`config.mk`:
```
export PLATFORM = sky130hd
export DESIGN_NAME = echo_distance_meter
export DESIGN_NICKNAME = d
export VERILOG_FILES = /design/src/rtl/ultrasonic_pkg.sv /design/src/rtl/echo_sync.sv /design/src/rtl/echo_distance_meter.sv
export SDC_FILE = /design/constraint.sdc
export NUM_CORES = 1
export LEC_CHECK = 0
export ABC_AREA = 1
export CORE_MARGIN = 5
export CORE_UTILIZATION = 50
export DETAILED_ROUTE_END_ITERATION = 10
export PLACE_DENSITY = 0.69
export SKIP_LAST_GASP = 1
export SYNTH_ARGS = -nofsm -noshare
export SYNTH_HDL_FRONTEND = slang
export SYNTH_SLANG_ARGS = --single-unit
```
`constraint.sdc`:
```
create_clock -name clk -period 2.9 [get_ports clk]
set_clock_uncertainty 0.1 [all_clocks]
set_input_delay 0.29 -clock clk [delete_from_list [all_inputs] [get_ports clk]]
set_output_delay 0.29 -clock clk [all_outputs]
set_load 0.01 [all_outputs]
```
`src/rtl/ultrasonic_pkg.sv`:
```
// rtl/ultrasonic_pkg.sv - shared types and default constants for the ultrasonic ranging blocks
package ultrasonic_pkg;

  typedef enum logic [2:0] {
    S_IDLE,
    S_ARMED,
    S_WAIT_ECHO,
    S_MEASURE,
    S_DRAIN
  } meter_state_t;

  // 50 MHz clock: 58 us of round trip per centimetre, 1 ms echo start window
  localparam int CLKS_PER_CM = 2900;
  localparam int MAX_CM      = 400;
  localparam int WAIT_CYCLES = 50000;

  // Trigger generator: 100 ms measurement period, 10 us trigger pulse
  localparam int TRIG_PERIOD_CYCLES = 5_000_000;
  localparam int TRIG_PULSE_CYCLES  = 500;

endpackage

```
`src/rtl/echo_sync.sv`:
```
// rtl/echo_sync.sv - two-flop synchroniser for the asynchronous echo pin
module echo_sync (
  input  logic clk,
  input  logic reset,
  input  logic d,
  output logic q
);

  logic meta;

  always_ff @(posedge clk) begin
    if (reset) begin
      meta <= 1'b0;
      q    <= 1'b0;
    end else begin
      meta <= d;
      q    <= meta;
    end
  end

endmodule

```
`src/rtl/echo_distance_meter.sv`:
```
// rtl/echo_distance_meter.sv - measures echo pulse width after each trigger, reports whole centimetres
module echo_distance_meter
  import ultrasonic_pkg::*;
#(
  parameter int CLKS_PER_CM = ultrasonic_pkg::CLKS_PER_CM,
  parameter int MAX_CM      = ultrasonic_pkg::MAX_CM,
  parameter int WAIT_CYCLES = ultrasonic_pkg::WAIT_CYCLES,
  parameter int DIST_W      = 9
) (
  input  logic              clk,
  input  logic              reset,
  input  logic              trigg,
  input  logic              echo,
  output logic [DIST_W-1:0] distance,
  output logic              valid,
  output logic              timeout,
  output logic              busy
);

  localparam int WAIT_W = $clog2(WAIT_CYCLES);
  localparam int PRE_W  = $clog2(CLKS_PER_CM);
  localparam int CM_W   = $clog2(MAX_CM + 1);

  meter_state_t state, state_n;

  logic              echo_s;
  logic              trigg_d;
  logic              trigg_rise;
  logic [WAIT_W-1:0] wait_cnt;
  logic [PRE_W-1:0]  presc;
  logic [CM_W-1:0]   cm_cnt;

  logic wait_clr, wait_inc, meas_start, meas_count, ld_dist, to_set;
  logic wait_done, pre_last, cm_full;

  echo_sync u_echo_sync (
    .clk   (clk),
    .reset (reset),
    .d     (echo),
    .q     (echo_s)
  );

  assign trigg_rise = trigg && !trigg_d;
  assign wait_done  = (wait_cnt == WAIT_W'(WAIT_CYCLES - 1));
  assign pre_last   = (presc == PRE_W'(CLKS_PER_CM - 1));
  assign cm_full    = (cm_cnt == CM_W'(MAX_CM));
  assign busy       = (state != S_IDLE);

  always_comb begin
    state_n    = state;
    wait_clr   = 1'b0;
    wait_inc   = 1'b0;
    meas_start = 1'b0;
    meas_count = 1'b0;
    ld_dist    = 1'b0;
    to_set     = 1'b0;
    case (state)
      S_IDLE: begin
        if (trigg_rise) state_n = S_ARMED;
      end
      S_ARMED: begin
        if (!trigg) begin
          wait_clr = 1'b1;
          state_n  = S_WAIT_ECHO;
        end
      end
      S_WAIT_ECHO: begin
        wait_inc = 1'b1;
        if (echo_s) begin
          meas_start = 1'b1;
          state_n    = S_MEASURE;
        end else if (wait_done) begin
          to_set  = 1'b1;
          state_n = S_IDLE;
        end
      end
      S_MEASURE: begin
        if (!echo_s) begin
          ld_dist = 1'b1;
          state_n = S_IDLE;
        end else begin
          meas_count = 1'b1;
          if (pre_last && cm_full) begin
            to_set  = 1'b1;
            state_n = S_DRAIN;
          end
        end
      end
      S_DRAIN: begin
        if (!echo_s) state_n = S_IDLE;
      end
      default: state_n = S_IDLE;
    endcase
  end

  always_ff @(posedge clk) begin
    if (reset) begin
      state    <= S_IDLE;
      trigg_d  <= 1'b0;
      wait_cnt <= '0;
      presc    <= '0;
      cm_cnt   <= '0;
      distance <= '0;
      valid    <= 1'b0;
      timeout  <= 1'b0;
    end else begin
      state   <= state_n;
      trigg_d <= trigg;
      valid   <= ld_dist;
      timeout <= to_set;

      if (wait_clr) begin
        wait_cnt <= '0;
      end else if (wait_inc) begin
        wait_cnt <= wait_cnt + WAIT_W'(1);
      end

      // The entry cycle already sees echo_s high, so it counts as the first cycle
      if (meas_start) begin
        presc  <= PRE_W'(1);
        cm_cnt <= '0;
      end else if (meas_count) begin
        if (pre_last) begin
          presc <= '0;
          if (!cm_full) cm_cnt <= cm_cnt + CM_W'(1);
        end else begin
          presc <= presc + PRE_W'(1);
        end
      end

      if (ld_dist) distance <= DIST_W'(cm_cnt);
    end
  end

endmodule

```
* After elaboration in Yosys (flattened, before gate mapping)
Index checks and enable logic that the tools add are counted. Widths: inputs -> output; s select.
Storage, ports and cells: input port bits 4, bits in registers 54, output and inout port bits 12
Operators by class: multiplexer cells 24, eq/ne operators 12, bitwise operators 1, reduce and logical (&&, ||, !) cells 10, $add $sub $neg 3
Operators by type and width (number):
- $mux 3 | 7
- $add 16x1->16 const B | 1
- $eq 16x16->1 const B | 1
- $pmux 3 s5 | 1
- $mux 1 | 14
- $add 12x1->12 const B | 1
- $eq 12x12->1 const B | 1
- $mux 12 | 1
- $add 9x1->9 const B | 1
- $eq 9x9->1 const B | 1
- $eq 3x2->1 const B | 2
- $ne 2x2->1 const B | 3
- $reduce_and 5->1 | 1
- $reduce_or 2->1 | 2
- $eq 3x1->1 const B | 1
- $eq 3x3->1 const B | 1
- $logic_not 3->1 | 1
- $ne 3x2->1 const B | 1
- $ne 3x3->1 const B | 1
- $reduce_and 3->1 | 1
- $reduce_bool 3->1 | 1
- $logic_and 1x1->1 | 2
- $pmux 1 s2 | 1
- $reduce_bool 2->1 | 1
- other kinds (2) | 2

* Longest topological paths before layout
depth after elaboration 5, gate-level depth with buffers 11, gate-level depth less buffers 11

* Hierarchy
A second synthesis with hierarchy kept.
Second synthesis, totals: cells, all modules 394, area, all modules 2750.1 um^2
Modules (own cells, without submodules):
- echo_distance_meter | cells an instance 388, sequential area each 1041.0 um^2, times used 1, area each 2695.1 um^2
- echo_sync | cells an instance 6, sequential area each 40.0 um^2, times used 1, area each 55.1 um^2

* Worst setup path after synthesis
OpenSTA, ideal clock, no wires.
path kind reg2reg, start register presc[0], end register cm_cnt[4], setup time 115 ps, path buffers 0, required time 2685 ps, period minus slack after synthesis 1531 ps, slack 1369 ps, cell stages (with the launch flop) 11, arrival 1316 ps, path through dfxtp_1 -> ha_1 -> nand2_1 -> nor2_1 -> nand2_1 -> nor2_1 -> nand2_1 -> nand2_2 -> o21ai_0 -> o21ai_0 -> inv_1
Between the ends: longest elaborated chain between the ends 2
RTL lines:
- start: declaration | line echo_distance_meter.sv:30 | logic [PRE_W-1:0] presc;
- start signal: assignment | line echo_distance_meter.sv:127 | presc <= presc + PRE_W'(1);
- $eq 12x12->1 | line echo_distance_meter.sv:45 | assign pre_last = (presc == PRE_W'(CLKS_PER_CM - 1));
- $reduce_and 3->1 (no source line)
- end signal: assignment | line echo_distance_meter.sv:125 | if (!cm_full) cm_cnt <= cm_cnt + CM_W'(1);
- end: declaration | line echo_distance_meter.sv:31 | logic [CM_W-1:0] cm_cnt;
Every way passes these cells. A chain may end at the register's enable or synchronous reset.

* Worst setup path in the final report
start register state[1], end output port busy
Between the ends: longest elaborated chain between the ends 1
RTL lines:
- start: declaration | line echo_distance_meter.sv:24 | meter_state_t state, state_n;
- start signal: assignment | line echo_distance_meter.sv:107 | state <= state_n;
- $reduce_bool 3->1 | line echo_distance_meter.sv:47 | assign busy = (state != S_IDLE);
- end: declaration | line echo_distance_meter.sv:17 | output logic busy
Every way passes these cells.

==> impl_metrics.env <==
export IMPL_vias_per_cell=4.98
export IMPL_slew_violations=0
export IMPL_dpl_hpwl_mm=4.26
export IMPL_antenna_cells=0
export IMPL_rows=27
export IMPL_netlist_cell_type_count=33
export IMPL_clk_pin_slew_worst_paths_ps=100
export IMPL_die_x_um=84.0
export IMPL_ys_seq_elements=54
export IMPL_async_flop_share_pct=0
export IMPL_holdBufCountCts=0
export IMPL_globalplace_congestion=0.845
export IMPL_cts_resized=0
export IMPL_grt_pass1_vias=2209
export IMPL_min_path_type="flip-flop to flip-flop"
export IMPL_rsz0062_at_grt="no"
export IMPL_period_share_pct=68.6
export IMPL_hold_violations=0
export IMPL_reg2reg_depth=7
export IMPL_critPathArrivalTime_ps=1600
export IMPL_crit_path_end_kind="primary output"
export IMPL_drtAntennaViolNets=0
export IMPL_drt_pass1_iterations=5
export IMPL_clock_latency_ps=310
export IMPL_cts_tree="done"
export IMPL_wl_per_cell_um=11.4
export IMPL_startpoint_type="flip-flop"
export IMPL_crit_type="flip-flop to primary output"
export IMPL_synthesis_instances=401
export IMPL_ys_seq_area_share_pct=39.5
export IMPL_synthFlopType="dfxtp_1"
export IMPL_drv_cap=0
export IMPL_yosysTopAreaCell="dfxtp_1"
export IMPL_synth_top_cells_by_area="dfxtp_1 39%, nand2_1 12%, nor2_1 9.6%, inv_1 7.3%, a21oi_1 6.2%"
export IMPL_port_buffers=15
export IMPL_num_vias=2450
export IMPL_nNetsFinal=427
export IMPL_ys_warnings_count=0
export IMPL_tritoncts_num_buffers=5
export IMPL_min_from="u_echo_sync.meta"
export IMPL_final_common_cell="nand2_1"
export IMPL_cts_htree_levels=2
export IMPL_num_io_pins=16
export IMPL_cts_buffer_depth=2
export IMPL_design_area_mm2=0.00305
export IMPL_areaGrowthSynthToFinish_pct=11.3
export IMPL_grt_total_usage_pct=16.5
export IMPL_r2r_end="cm_cnt[4]"
export IMPL_grt_max_degree=18
export IMPL_power_density_mw_per_mm2=517
export IMPL_clock_sinks=54
export IMPL_leakage_nw=1.23
export IMPL_die_area_mm2=0.00706
export IMPL_hold_depth=2
export IMPL_slew_limit_headroom_pct=64.9
export IMPL_post_route_min_period_ps=1990
export IMPL_root_buffer="clkbuf_8"
export IMPL_ir_worst_vdd_v=0.000310
export IMPL_synth_avg_cell_area_um2=6.83
export IMPL_synth_top_area_share_pct=39.5
export IMPL_initial_core_util_pct=50.6
export IMPL_setup_violations=0
export IMPL_antenna_found_initial=0
export IMPL_status="finished, final reports clean"
export IMPL_grt_overflow=0
export IMPL_tightest_slew_ps=527
export IMPL_hold_path_endpoint="u_echo_sync.q"
export IMPL_required_ps=2510
export IMPL_synthesis_area_mm2=0.00274
export IMPL_final_cell_mix="88 x nand2_1, 70 x nor2_1, 54 x dfxtp_1"
export IMPL_synth_nets=409
export IMPL_fmax_mhz=503
export IMPL_drt_iter0_drc=146
export IMPL_num_fill_cells=542
export IMPL_synth_edf_count=0
export IMPL_drive_gt1_share_pct=6.19
export IMPL_die_height_um=84.0
export IMPL_post_cts_buffers=0
export IMPL_remaining_drc_errors=0
export IMPL_critPathMaxFanout=6
export IMPL_place_area_mm2=0.00295
export IMPL_grt_pass1_wl_mm=9.74
export IMPL_coreArea_mm2=0.00541
export IMPL_routed_wl_mm=5.62
export IMPL_tns_ps=0
export IMPL_reg2reg_from="state[1]"
export IMPL_ff2ff_setup_slack_ps=1070
[layer usage]
layer	global-route usage, %	share of wire, %
met2	24.9	44
met3	3.85	4.7
met4	5.41	1.6
met1	23.2	50
met5	0	0
[power by group]
group	switching, mW	internal [mW]	total (mW)
Clock	0.249	0.192	0.441
Combinational	0.184	0.123	0.306
Sequential	0.0447	0.783	0.827
[cell type report]
| type | instances | area [um^2] | area share [%] |
|---|---|---|---|
| Multi-Input combinational cell | 285 | 1410 | 46.3 |
| Sequential cell | 54 | 1080 | 35.5 |
| Inverter | 58 | 219 | 7.18 |
| Timing Repair Buffer | 15 | 150 | 4.93 |
| Tap cell | 72 | 90.1 | 2.96 |
| Clock buffer | 6 | 82.6 | 2.71 |
| Clock inverter | 2 | 12.5 | 0.411 |
[synthesized netlist by cell type (2+ instances only)]
| cell type | number |
|---|---|
| dfxtp_1 | 54 |
| inv_1 | 53 |
| nand2_2 | 2 |
| nor2_2 | 2 |
| nor3b_1 | 2 |
| nand3_1 | 20 |
| nor2_1 | 70 |
| xor2_1 | 8 |
| nor3_1 | 9 |
| o21ai_0 | 22 |
| buf_2 | 2 |
| nand2_1 | 88 |
| a21oi_1 | 34 |
| inv_2 | 4 |
| ha_1 | 4 |
| nor2_4 | 2 |
| nand4_1 | 9 |
[cell families (layout without fill, tap and decap cells)]
kind of cell / after synthesis / after routing / synth area share (%)
XOR/XNOR: 9 / 9 / 2.88
multiplexers: 1 / 1 / 0.366
buffers and inverters: 62 / 81 / 8.91
flip-flops: 54 / 54 / 39.5
AND/OR/NAND/NOR: 211 / 211 / 35.3
adder cells (fa/ha/maj): 4 / 4 / 1.83
AO/OA/AOI/OAI: 60 / 60 / 11.2
[worst max path at each step]
| stage | depth (start not counted) | endpoint | start |
|---|---|---|---|
| after floorplan | 10 | cm_cnt[4] | presc[0] |
| after global placement | 6 | wait_cnt[5] | reset |
| after detailed placement | 6 | wait_cnt[6] | reset |
| after CTS | 3 | busy | state[1] |
| after global routing | 3 | busy | state[1] |
| final | 3 | busy | state[1] |
[flip-flops by register name, indices dropped and copies added (netlist names)]
name,flops
wait_cnt,16
valid,1
distance,9
trigg_d,1
u_echo_sync.meta,1
cm_cnt,9
presc,12
u_echo_sync.q,1
timeout,1
state,3
[critical path, cell delays in order, from the launching register on]
cell and delay (ps):
dfxtp_1 520, nor2_1 140, nand2_1 100, clkdlybuf4s50_1 530
[through the flow]
stage               setup WS, ps  hold WS (ps)  utilization (%)  cells  total power, mW
finish                       911           306             56.4    492             1.58
global route                 817           335             56.4    492             1.67
CTS                          898           311             56.4    492             1.59
detailed placement           881           299             54.6    484             1.15
global placement             949           301             54.6    484             1.15
floorplan                   1370           288                -    401             1.04
Note: power is estimated with default switching activity, not from simulation.
